`config.mk`:
```
export PLATFORM = sky130hd
export DESIGN_NAME = math_abs_peak
export DESIGN_NICKNAME = d
export VERILOG_FILES = /design/src/rtl/math_pkg.sv /design/src/rtl/math_abs_lane.sv /design/src/rtl/math_abs_peak.sv
export SDC_FILE = /design/constraint.sdc
export NUM_CORES = 1
export LEC_CHECK = 0
export CORE_MARGIN = 2
export CORE_UTILIZATION = 48
export CTS_CLUSTER_DIAMETER = 80
export DETAILED_ROUTE_END_ITERATION = 10
export DONT_BUFFER_PORTS = 1
export GPL_TIMING_DRIVEN = 1
export PLACE_DENSITY = 0.7
export SYNTH_ARGS = -nofsm -noshare
export SYNTH_HDL_FRONTEND = slang
export SYNTH_SLANG_ARGS = --single-unit
```
`constraint.sdc`:
```
create_clock -name clk -period 8.48 [get_ports clk]
set_input_delay 1.696 -clock clk [delete_from_list [all_inputs] [get_ports clk]]
set_output_delay 1.696 -clock clk [all_outputs]
set_load 0.01 [all_outputs]
```
`src/rtl/math_pkg.sv`:
```
// Shared types and helpers for the abs/peak datapath.
// MATH_ABS_RES_T(W) builds the per-lane {sat, mag} result struct for a given width.
`define MATH_ABS_RES_T(W) struct packed { logic sat; logic [(W)-1:0] mag; }

package math_pkg;

    localparam int SAT_CNT_W = 32;
    localparam int ABS_MAX_W = 64;

    // x is a W-bit sample sign-extended to ABS_MAX_W; returns {sat, mag}, mag valid in the low w bits.
    function automatic logic [ABS_MAX_W:0] abs_sat(input logic [ABS_MAX_W-1:0] x,
                                                   input int unsigned         w,
                                                   input bit                  sat_en);
        logic [ABS_MAX_W-1:0] min_neg;
        logic [ABS_MAX_W-1:0] mag;
        logic                 sat;
        min_neg = ~((ABS_MAX_W'(1) << (w - 1)) - ABS_MAX_W'(1));
        sat     = (x == min_neg);
        mag     = x[ABS_MAX_W-1] ? (~x + ABS_MAX_W'(1)) : x;
        if (sat)
            mag = sat_en ? ((ABS_MAX_W'(1) << (w - 1)) - ABS_MAX_W'(1))
                         : (ABS_MAX_W'(1) << (w - 1));
        return {sat, mag};
    endfunction

endpackage

```
`src/rtl/math_abs_lane.sv`:
```
// One channel: combinational abs/saturate of the ingress sample plus the peak-hold register.
// Peak decay is built only when MATH_ABS_PEAK_DECAY_EN is defined.
module math_abs_lane
    import math_pkg::*;
#(
    parameter int DATA_WIDTH_P  = 16,
    parameter int SATURATE_P    = 1
`ifdef MATH_ABS_PEAK_DECAY_EN
   ,parameter int DECAY_SHIFT_P = 3
`endif
) (
    input  logic                    clk,
    input  logic                    rst,
    input  logic [DATA_WIDTH_P-1:0] sample,
    output logic [DATA_WIDTH_P-1:0] mag,
    output logic                    sat,
    input  logic                    hs,
    input  logic                    clr,
`ifdef MATH_ABS_PEAK_DECAY_EN
    input  logic                    decay_step,
`endif
    input  logic [DATA_WIDTH_P-1:0] egr_mag,
    output logic [DATA_WIDTH_P-1:0] peak
);

    typedef `MATH_ABS_RES_T(DATA_WIDTH_P) res_t;

    logic [ABS_MAX_W:0]              abs_wide;
    logic [ABS_MAX_W-1:DATA_WIDTH_P] unused_abs_hi;
    res_t                            res;
    logic [DATA_WIDTH_P-1:0]         base;

    assign abs_wide      = abs_sat(ABS_MAX_W'($signed(sample)), DATA_WIDTH_P, SATURATE_P != 0);
    assign res           = {abs_wide[ABS_MAX_W], abs_wide[DATA_WIDTH_P-1:0]};
    assign unused_abs_hi = abs_wide[ABS_MAX_W-1:DATA_WIDTH_P];
    assign mag           = res.mag;
    assign sat           = res.sat;

    // Clear wins over decay; the current beat is then max'ed against what is left.
    always_comb begin
        base = peak;
`ifdef MATH_ABS_PEAK_DECAY_EN
        if (decay_step)
            base = peak - (peak >> DECAY_SHIFT_P);
`endif
        if (clr)
            base = '0;
    end

    always_ff @(posedge clk or posedge rst) begin
        if (rst)
            peak <= '0;
        else if (hs && (egr_mag > base))
            peak <= egr_mag;
        else
            peak <= base;
    end

endmodule

```
`src/rtl/math_abs_peak.sv`:
```
// Multi-channel streaming abs unit: 2-stage valid/ready pipeline, per-channel peak hold, sat counter.
// Optional peak decay (counter + shift-decay) is enabled by defining MATH_ABS_PEAK_DECAY_EN.
module math_abs_peak
    import math_pkg::*;
#(
    parameter int DATA_WIDTH_P     = 16,
    parameter int NR_OF_CHANNELS_P = 4,
    parameter int SATURATE_P       = 1,
    parameter int DECAY_PERIOD_P   = 256,
    parameter int DECAY_SHIFT_P    = 3
) (
    input  logic                                   clk,
    input  logic                                   rst,
    input  logic                                   ing_tvalid,
    output logic                                   ing_tready,
    input  logic [NR_OF_CHANNELS_P*DATA_WIDTH_P-1:0] ing_tdata,
    output logic                                   egr_tvalid,
    input  logic                                   egr_tready,
    output logic [NR_OF_CHANNELS_P*DATA_WIDTH_P-1:0] egr_tdata,
    output logic [NR_OF_CHANNELS_P-1:0]            egr_tsat,
    input  logic                                   cr_peak_clear,
    output logic [NR_OF_CHANNELS_P*DATA_WIDTH_P-1:0] sr_peak,
    output logic [SAT_CNT_W-1:0]                   sr_sat_count
);

    localparam int W = DATA_WIDTH_P;
    localparam int N = NR_OF_CHANNELS_P;

    logic [N-1:0][W-1:0] abs_mag, s1_mag, egr_mag, peak;
    logic [N-1:0]        abs_flag, s1_sat;
    logic                s1_valid, s1_adv, s2_adv, egr_hs;
    logic [SAT_CNT_W-1:0] sat_add;
    logic [SAT_CNT_W:0]   sat_sum;

    assign s2_adv     = !egr_tvalid || egr_tready;
    assign s1_adv     = !s1_valid || s2_adv;
    assign ing_tready = s1_adv && !rst;
    assign egr_hs     = egr_tvalid && egr_tready;
    assign egr_tdata  = egr_mag;
    assign sr_peak    = peak;

`ifdef MATH_ABS_PEAK_DECAY_EN
    localparam int CNT_W = (DECAY_PERIOD_P > 1) ? $clog2(DECAY_PERIOD_P) : 1;
    logic [CNT_W-1:0] decay_cnt;
    logic             decay_step;

    assign decay_step = egr_hs && (decay_cnt == CNT_W'(DECAY_PERIOD_P - 1));

    always_ff @(posedge clk or posedge rst) begin
        if (rst)
            decay_cnt <= '0;
        else if (egr_hs)
            decay_cnt <= decay_step ? '0 : decay_cnt + CNT_W'(1);
    end
`else
    logic unused_decay_cfg;
    assign unused_decay_cfg = ^{DECAY_PERIOD_P, DECAY_SHIFT_P};
`endif

    for (genvar k = 0; k < N; k++) begin : g_lane
        math_abs_lane #(
            .DATA_WIDTH_P (W),
            .SATURATE_P   (SATURATE_P)
`ifdef MATH_ABS_PEAK_DECAY_EN
           ,.DECAY_SHIFT_P(DECAY_SHIFT_P)
`endif
        ) u_lane (
            .clk        (clk),
            .rst        (rst),
            .sample     (ing_tdata[k*W +: W]),
            .mag        (abs_mag[k]),
            .sat        (abs_flag[k]),
            .hs         (egr_hs),
            .clr        (cr_peak_clear),
`ifdef MATH_ABS_PEAK_DECAY_EN
            .decay_step (decay_step),
`endif
            .egr_mag    (egr_mag[k]),
            .peak       (peak[k])
        );
    end

    // Each stage loads when empty or when the stage after it drains this cycle.
    always_ff @(posedge clk or posedge rst) begin
        if (rst) begin
            s1_valid   <= 1'b0;
            s1_mag     <= '0;
            s1_sat     <= '0;
            egr_tvalid <= 1'b0;
            egr_mag    <= '0;
            egr_tsat   <= '0;
        end else begin
            if (s1_adv) begin
                s1_valid <= ing_tvalid;
                if (ing_tvalid) begin
                    s1_mag <= abs_mag;
                    s1_sat <= abs_flag;
                end
            end
            if (s2_adv) begin
                egr_tvalid <= s1_valid;
                if (s1_valid) begin
                    egr_mag  <= s1_mag;
                    egr_tsat <= s1_sat;
                end
            end
        end
    end

    always_comb begin
        sat_add = '0;
        for (int k = 0; k < N; k++)
            sat_add = sat_add + SAT_CNT_W'(egr_tsat[k]);
    end

    assign sat_sum = {1'b0, sr_sat_count} + {1'b0, sat_add};

    always_ff @(posedge clk or posedge rst) begin
        if (rst)
            sr_sat_count <= '0;
        else if (egr_hs)
            sr_sat_count <= sat_sum[SAT_CNT_W] ? '1 : sat_sum[SAT_CNT_W-1:0];
    end

endmodule

```
# Word-level counts from Yosys, hierarchy flattened
# Index checks and enable logic that the tools add are counted.
[word_totals] register_bits=234 inputBits=69
[classes] n_addsub=8 magnitude_cmp=4 n_eq_ne=4 muxes=17 n_bitwise=4 n_reduce_logical=13
[op_table] operator="== test 64 bit, second input constant" n=4
[op_table] operator="2-to-1 mux 16 bit" n=16
[op_table] operator="adder 16 x 1 -> 16 bit, second input constant" n=4
[op_table] operator="greater-than comparator 16 bit" n=4
[op_table] operator="inverter 16 bit" n=4
[op_table] operator="adder 32 x 4 -> 33 bit" n=1
[op_table] operator="2-to-1 mux 32 bit" n=1
[op_table] operator="logical AND 1 bit" n=6
[op_table] operator="adder 3 x 1 -> 4 bit" n=1
[op_table] operator="AND reduction 2 bit" n=2
[op_table] operator="adder 2 x 1 -> 3 bit" n=1
[op_table] operator="logical NOT 1 bit" n=3
[op_table] operator="adder 1 x 1 -> 2 bit" n=1
[op_table] operator="logical OR 1 bit" n=2

# Longest topological paths before layout
# Gate-level depths: netlist (run 1).
[depth] depth_word=5 mapped_depth=12 depth_no_buf=10

# By module
# Synthesis (run 1) repeated with hierarchy kept, for this count alone.
[unflattened] cells_unflattened=1190 hier_area_um2=12991.2
[modules_own_cells] mod="math_abs_peak" instances=1 cells_each=484 area_per_inst_um2=6897.9
[modules_own_cells] mod="math_abs_lane (g_lane[1].u_lane ...)" instances=2 cells_each=175 area_per_inst_um2=1524.0
[modules_own_cells] mod="math_abs_lane (g_lane[0].u_lane ...)" instances=2 cells_each=178 area_per_inst_um2=1522.7

# Worst setup path after synthesis (run 1)
# Ideal clock, no wire load.
[synth_path] path_kind="input to register" from="input port cr_peak_clear" to="register g_lane[2].u_lane.peak[10]" setup_time_ns=0.079 arrival_time_ns=3.971 path_slack_ns=4.430 path_stages=10 n_path_buf=3 path_cell_list="clkbuf_1 > clkbuf_1 > nand2b_1 > ha_1 > nor2b_1 > o211ai_1 > a2111o_1 > a31oi_2 > buf_2 > mux2i_1"
[synth_between] elab_chain_len=4
[synth_lines] item="start, declared" line_no="math_abs_peak.sv:21" source="input logic cr_peak_clear,"
[synth_lines] item="2-to-1 mux 16 bit *" line_no="math_abs_lane.sv:46" source="if (clr)"
[synth_lines] item="greater-than comparator 16 bit" line_no="math_abs_lane.sv:53" source="else if (hs && (egr_mag > base))"
[synth_lines] item="logical AND 1 bit" line_no="math_abs_lane.sv:53"
[synth_lines] item="2-to-1 mux 16 bit *" line_no="math_abs_lane.sv:53"
[synth_lines] item="end signal, assigned" line_no="math_abs_lane.sv:54" source="peak <= egr_mag;"
[synth_lines] item="end signal, assigned" line_no="math_abs_lane.sv:56" source="peak <= base;"
[synth_lines] item="end, declared" line_no="math_abs_lane.sv:23" source="output logic [DATA_WIDTH_P-1:0] peak"
# Mark *: on every way between the ends. The rest lies on a longest branch, timed or not.
# A chain may end at the register's enable or synchronous reset.

# Final worst setup path (run 1)
[layout_path] from="input port cr_peak_clear" to="register g_lane[1].u_lane.peak[0]"
[layout_between] elab_chain_len=4
[layout_lines] item="2-to-1 mux 16 bit *" line_no="math_abs_lane.sv:46"
[layout_lines] item="greater-than comparator 16 bit" line_no="math_abs_lane.sv:53"
[layout_lines] item="logical AND 1 bit" line_no="math_abs_lane.sv:53"
[layout_lines] item="2-to-1 mux 16 bit *" line_no="math_abs_lane.sv:53"
[layout_lines] item="end signal, assigned" line_no="math_abs_lane.sv:54"
[layout_lines] item="end signal, assigned" line_no="math_abs_lane.sv:56"
[layout_lines] item="end, declared" line_no="math_abs_lane.sv:23"
# Marks and branches as above.

==> metrics.md, run 1 <==
| Metric | Value |
|---|---|
| CP Data Required Time | `8.88 ns` |
| Most frequent cells in the layout | `dfrtp_1 (234), nor2_1 (92), nand2_1 (88)` |
| Clock Latency Late Sink | `0.54 ns` |
| Slowest stage delay, CP | `0.84 ns` |
| Mapped Area | `0.0122 sq mm` |
| Drt wl/cell | `18.8 um` |
| Chip width | `164 um` |
| Reg clk slew, reported paths | `0.06 ns` |
| Syn_area_per_cell | `10.3 sq um` |
| Congestion Overflow GR | `0` |
| Asr flop ratio synth | `100%` |
| Final nets | `1316` |
| Layout cells sized above 1 | `10.8%` |
| Top FF cell, synth | `dfrtp_1` |
| DR iter-0 viols | `473` |
| Vias/cell | `5.59` |
| Hold Vio Cnt, Final | `0` |
| PD cells | `277 mW/mm^2` |
| Commonest non-fill, non-tap cell in the layout | `dfrtp_1` |
| Syn_nets | `1324` |
| Clock Tree Root | `clkbuf_16` |
| Largest net degree at the start of global routing | `92` |
| Clock sinks | `234` |
| Seq/Total Area, Yosys | `47.8%` |
| Post-DP HPWL | `20.3 mm` |
| Post-synth EDFFs | `0` |
| Max clock buf depth | `3` |
| GR Util All Layers | `21.3%` |
| Static leakage | `6.06 nW` |
| Yosys reg bits | `234` |
| Kind of critical path | `input port to register` |
| GP Congestion | `0.901` |
| Post-synth cell types | `50` |
| CTS tree | `built` |
| CP delay by family, top | `compound AO/OA/AOI/OAI gates` |
| Largest area contributor in the netlist | `dfrtp_1` |
| Minimum clock period | `3.94 ns` |
| Slew margin rel. | `27.0%` |
| Post-route cell area | `0.0134 sq mm` |
| IO Count | `235` |
| # rows | `58` |
| Routed WL | `28.5 mm` |
| First-pass GRT wire length | `46.0 mm` |
| HP Class | `register to register` |
| Post_cts resized | `0` |
| Port bufs | `0` |
| Initial core utilization | `48.8%` |
| Core ar. | `0.0251 sq mm` |
| CP arrival | `4.34 ns` |
| CP bufs+invs | `0` |
| Drt pass-1 iters | `4` |
| Crit end category | `register` |
| Max-Cap Viols | `0` |
| Die H | `164 um` |
| Post-route DRC | `0` |
| # hold bufs at CTS | `0` |
| Synth Warn # | `0` |
| Fin. max-slew vios | `0` |
| Final period util | `46.5%` |
| Critical path startpoint category | `input port` |
| Top fanout value on the critical path | `64` |
| CTS buffer count | `26` |
| Initial antenna violation count | `0` |
| Routed Antenna Nets | `0` |
| Post-synth top area share | `47.8%` |
| P&R area growth vs syn | `9.45%` |
| Vias in the first global route | `8692` |
| CP cell instances | `nand2b_1, ha_1, nand4_1, or4_1, a21oi_1, o31a_1, mux2_2` |
| Clock skew | `0.0219 ns` |
| Unrepaired setup endpoints after global routing | `no` |
| Top cells by area, synth | `dfrtp_1 (48%), ha_1 (7.1%), mux2_2 (6.8%)` |
| Total Power | `0.00371 W` |
| Post-CTS setup repair buffer count | `0` |
| Vias | `8504` |
| Post-Syn Instances | `1183` |
| Worst path slowest cell | `o31a_1` |
| FMAX | `0.254 GHz` |
| H-tree depth | `1` |
| Post-DP Area | `0.0125 sq mm` |
| Status | `complete, no violations` |
| Setup TNS | `0 ns` |
| VDD IR max | `0.206 mV` |
| Die ar. | `0.0268 sq mm` |
| Antenna diode count | `0` |
| Final setup fails | `0` |
| Actual slew at the worst max-slew pin | `1.09 ns` |
-- per-stage QoR --
step | hold slack, ns | instances | setup WS, ns | util [%]
5_1_grt | 0.508 | 1520 | 4.35 | 53.4
6_report | 0.468 | 1520 | 4.54 | 53.4
4_1_cts | 0.475 | 1520 | 4.59 | 53.4
3_3_place_gp | 0.454 | 1477 | 4.12 | 49.9
3_5_place_dp | 0.458 | 1477 | 4.02 | 49.9
2_1_floorplan | 0.435 | 1183 | 0.366 | -
-- sequential cells by signal (all words and copies together), names as in the netlist --
| signal | count |
|---|---|
| s1_valid | 1 |
| egr_tvalid | 1 |
| s1_mag | 64 |
| egr_tdata | 64 |
| egr_tsat | 4 |
| g_lane.u_lane.peak | 64 |
| sr_sat_count | 32 |
| s1_sat | 4 |
-- kinds of logic (layout without fill, tap and decap cells) --
logic type / count (synthesis) / in the layout / synth area share [%]
compound gates: 167 / 167 / 8.18
xor+xnor: 68 / 68 / 4.87
fa+ha+maj: 72 / 72 / 7.54
buf+inv: 128 / 135 / 4.12
flops: 234 / 234 / 47.8
mux: 138 / 138 / 12.0
simple gates: 376 / 376 / 15.4
-- path summary, 6_finish.rpt --
check	depth (start not counted)	slack [ns]	end	from
worst max register to register	10	4.62	sr_sat_count[11]	egr_tsat[0]
worst min-delay path	2	0.47	s1_mag[31]	s1_mag[31]
min in group asynchronous	1	1.12	s1_valid	rst
worst min register to register	2	0.47	s1_mag[31]	s1_mag[31]
max in group asynchronous	2	5.93	egr_tdata[26]	rst
worst max-delay path	7	4.54	g_lane[1].u_lane.peak[0]	cr_peak_clear
-- cell usage after synthesis, types with 5 or more instances --
library cell,n
o41ai_1,9
nand2_1,89
or4_1,11
nor2_1,92
nand2b_1,69
inv_1,85
o31ai_1,14
nor4_1,13
o21ai_0,36
nand3_1,22
nor2b_1,15
or3_1,7
o211ai_1,6
a21o_1,5
nor3_1,18
mux2i_1,64
dfrtp_1,234
a21oi_1,81
xor2_1,49
buf_1,9
xnor2_1,19
nand4_1,19
clkbuf_1,26
mux2_2,74
ha_1,69
-- final cells by class --
cell class | count | area [sq um]
fillers | 2250 | 11700
multi-input cells | 821 | 5890
flip-flops and latches | 234 | 5860
clock buffers | 33 | 697
well taps | 330 | 413
inverters | 85 | 327
clock inverters | 10 | 164
repair buffers | 7 | 52.6
-- tightest hold or removal path: cells and delay by family, from the launching register on --
| family | cells | cell delay (ns) |
|---|---|---|
| DFF | 1 | 0.34 |
| and+or+nand+nor | 2 | 0.10 |
-- routing by layer --
metal | vias to the layer above | routed length, um | GRT usage (%) | share of wire [%]
met1 | 4147 | 12200 | 27.7 | 43
met5 | - | 0 | 0 | 0
met3 | 43 | 2550 | 6.89 | 8.9
met4 | 0 | 610 | 5.98 | 2.1
li1 | 4075 | - | - | -
met2 | 239 | 13100 | 34.1 | 46
-- power breakdown --
part | leakage (nW) | internal (W) | switching, W | total (W)
Combinational | 2.81 | 0.000381 | 0.000416 | 0.000797
Clock | 0.420 | 0.000698 | 0.000445 | 0.00114
Sequential | 2.84 | 0.00137 | 0.000397 | 0.00177
No activity file was read; power rests on OpenSTA's default activity.
==> run 2, diff against run 1 <==
==> constraint.sdc (replaced) <==
create_clock -name clk -period 3.4 [get_ports clk]
set_input_delay 0.68 -clock clk [delete_from_list [all_inputs] [get_ports clk]]
set_output_delay 0.68 -clock clk [all_outputs]
set_load 0.01 [all_outputs]
==> run 2 against run 1 <==
Against the previous run:
- sequential share of layout area is 0.69 points lower
- flip-flop and latch count is the same
- die area is the same
- cell count is 1.1% higher
- global-route usage is 0.13 points higher
- count of clock-buffer cells in the layout increased by 6
- worst hold slack got worse by 0.45 ns
- final area up 1.6%
- register-to-register slack worse by 4.4 ns
- combinational power grew to 2.5 times the previous value
- non-clock buffer count increased by 12
==> metrics.md, run 2 (same netlist as run 1, synthesis figures left out) <==
| Metric | Value |
|---|---|
| Status | `complete, no violations` |
| Comb power frac | `21.4%` |
| Initial core utilization | `48.8%` |
| Post-route DRC | `0` |
| Post-DP HPWL | `20.4 mm` |
| Worst R2R Start | `egr_tsat[0]` |
| Psw | `0.00316 W` |
| Minimum clock period | `3.14 ns` |
| Post_cts resized | `0` |
| Routed WL | `28.7 mm` |
| Port bufs | `0` |
| CP bufs+invs | `2` |
| Clock skew | `0.0155 ns` |
| Fin. max-slew vios | `0` |
| Core ar. | `0.0251 sq mm` |
| Crit end category | `register` |
| Most frequent CP cell | `fa_1` |
| CTS tree | `built` |
| FMAX | `0.319 GHz` |
| Clock Latency Late Sink | `0.53 ns` |
| Max clock buf depth | `3` |
| Clock Tree Root | `clkbuf_16` |
| Routed Antenna Nets | `0` |
| Post-route cell area | `0.0136 sq mm` |
| Slew margin rel. | `26.2%` |
| Worst setup path start | `egr_tsat[0]` |
| Cell internal pwr | `0.00636 W` |
| Vias | `8579` |
| Seq pwr share | `46.0%` |
| Pre-CTS WS | `0.255 ns` |
| Drt wl/cell | `18.6 um` |
| FF/Latch Area | `0.00586 sq mm` |
| DR iter-0 viols | `523` |
| Clock share of power | `32.7%` |
| Chip width | `164 um` |
| Hold Vio Cnt, Final | `0` |
| Most frequent cells in the layout | `dfrtp_1 (234), nor2_1 (92), nand2_1 (88)` |
| Antenna diode count | `0` |
| Die ar. | `0.0268 sq mm` |
| Initial antenna violation count | `0` |
| IO Count | `235` |
| Unrepaired setup endpoints after global routing | `no` |
| Switching share of power | `33.2%` |
| Commonest non-fill, non-tap cell in the layout | `dfrtp_1` |
| Kind of critical path | `register to register` |
| CP cell instances | `fa_1, inv_1, fa_1, inv_1, fa_1, nand4_1, nor4_1, and3_1, and3_1, mux2_2` |
| Clock sinks | `234` |
| Worst path slowest cell | `fa_1` |
| Hold Worst Slack | `0.0206 ns` |
| Post-DP Area | `0.0126 sq mm` |
| First-pass GRT wire length | `46.3 mm` |
| VDD IR max | `0.393 mV` |
| Slack of the critical path | `0.262 ns` |
| Max-Cap Viols | `0` |
| Largest net degree at the start of global routing | `102` |
| Congestion Overflow GR | `0` |
| Reg clk slew, reported paths | `0.06 ns` |
| Final period util | `92.3%` |
| P&R area growth vs syn | `11.2%` |
| H-tree depth | `1` |
| Vias in the first global route | `8683` |
| Multi-input gate area | `0.00589 sq mm` |
| PD cells | `699 mW/mm^2` |
| Critical path startpoint category | `register` |
| # rows | `58` |
| Drt pass-1 iters | `6` |
| Vias/cell | `5.58` |
| CP Data Required Time | `3.81 ns` |
| Post-CTS setup repair buffer count | `0` |
| Actual slew at the worst max-slew pin | `1.10 ns` |
| GP Congestion | `0.868` |
| CP arrival | `3.55 ns` |
| FILL cells | `2238` |
| Final nets | `1328` |
| Final setup fails | `0` |
| Static leakage | `6.19 nW` |
| CP delay by family, top | `adder cells` |
| Top fanout value on the critical path | `5` |
| Layout cells sized above 1 | `12.3%` |
| GR Util All Layers | `21.4%` |
| Die H | `164 um` |
| Slowest stage delay, CP | `0.54 ns` |
| Flop2flop setup slack | `0.26 ns` |
| CTS buffer count | `26` |
| # hold bufs at CTS | `0` |
| HP Class | `input port to asynchronous set/reset pin` |
| Total Power | `0.00952 W` |
run 2: power groups by stage:
stage          combinational [W]  sequential (W)  clock, W
3_5_place_dp             0.00205         0.00443         0
3_3_place_gp             0.00196         0.00441         0
6_report                 0.00203         0.00438   0.00311
5_1_grt                  0.00234         0.00448   0.00330
4_1_cts                  0.00206         0.00439   0.00318
2_1_floorplan            0.00165         0.00413         0
run 2: per-layer routing:
metal,global-route usage [%],vias to the layer above,wire (um)
li1,-,4103,-
met1,28.0,4221,12300
met2,34.7,211,13300
met3,6.89,44,2580
met4,4.94,0,486
met5,0,-,0
run 2: final timing paths:
| check | cells past startpoint | endpoint |
|---|---|---|
| worst max-delay path | 10 | sr_sat_count[28] |
| worst min-delay path | 1 | sr_sat_count[30] |
| worst max register to register | 10 | sr_sat_count[28] |
| worst min register to register | 2 | s1_mag[31] |
| max in group asynchronous | 2 | g_lane[3].u_lane.peak[2] |
| min in group clk | 1 | s1_valid |
run 2: area by class of cell:
class	instances	share of cell area (%)
clock inverter	9	1.07
clock buffer	39	6.03
sequential	234	43.0
tap	330	3.03
inverter	85	2.37
multi-input combinational	821	43.3
timing repair buffer	19	1.23
run 2: through the flow:
stage | util [%] | std cells | setup TNS [ns]
2_1_floorplan | - | 1183 | -80.47
6_report | 54.2 | 1537 | 0
3_3_place_gp | 50.4 | 1489 | 0
3_5_place_dp | 50.4 | 1489 | 0
4_1_cts | 54.2 | 1537 | 0
5_1_grt | 54.2 | 1537 | 0
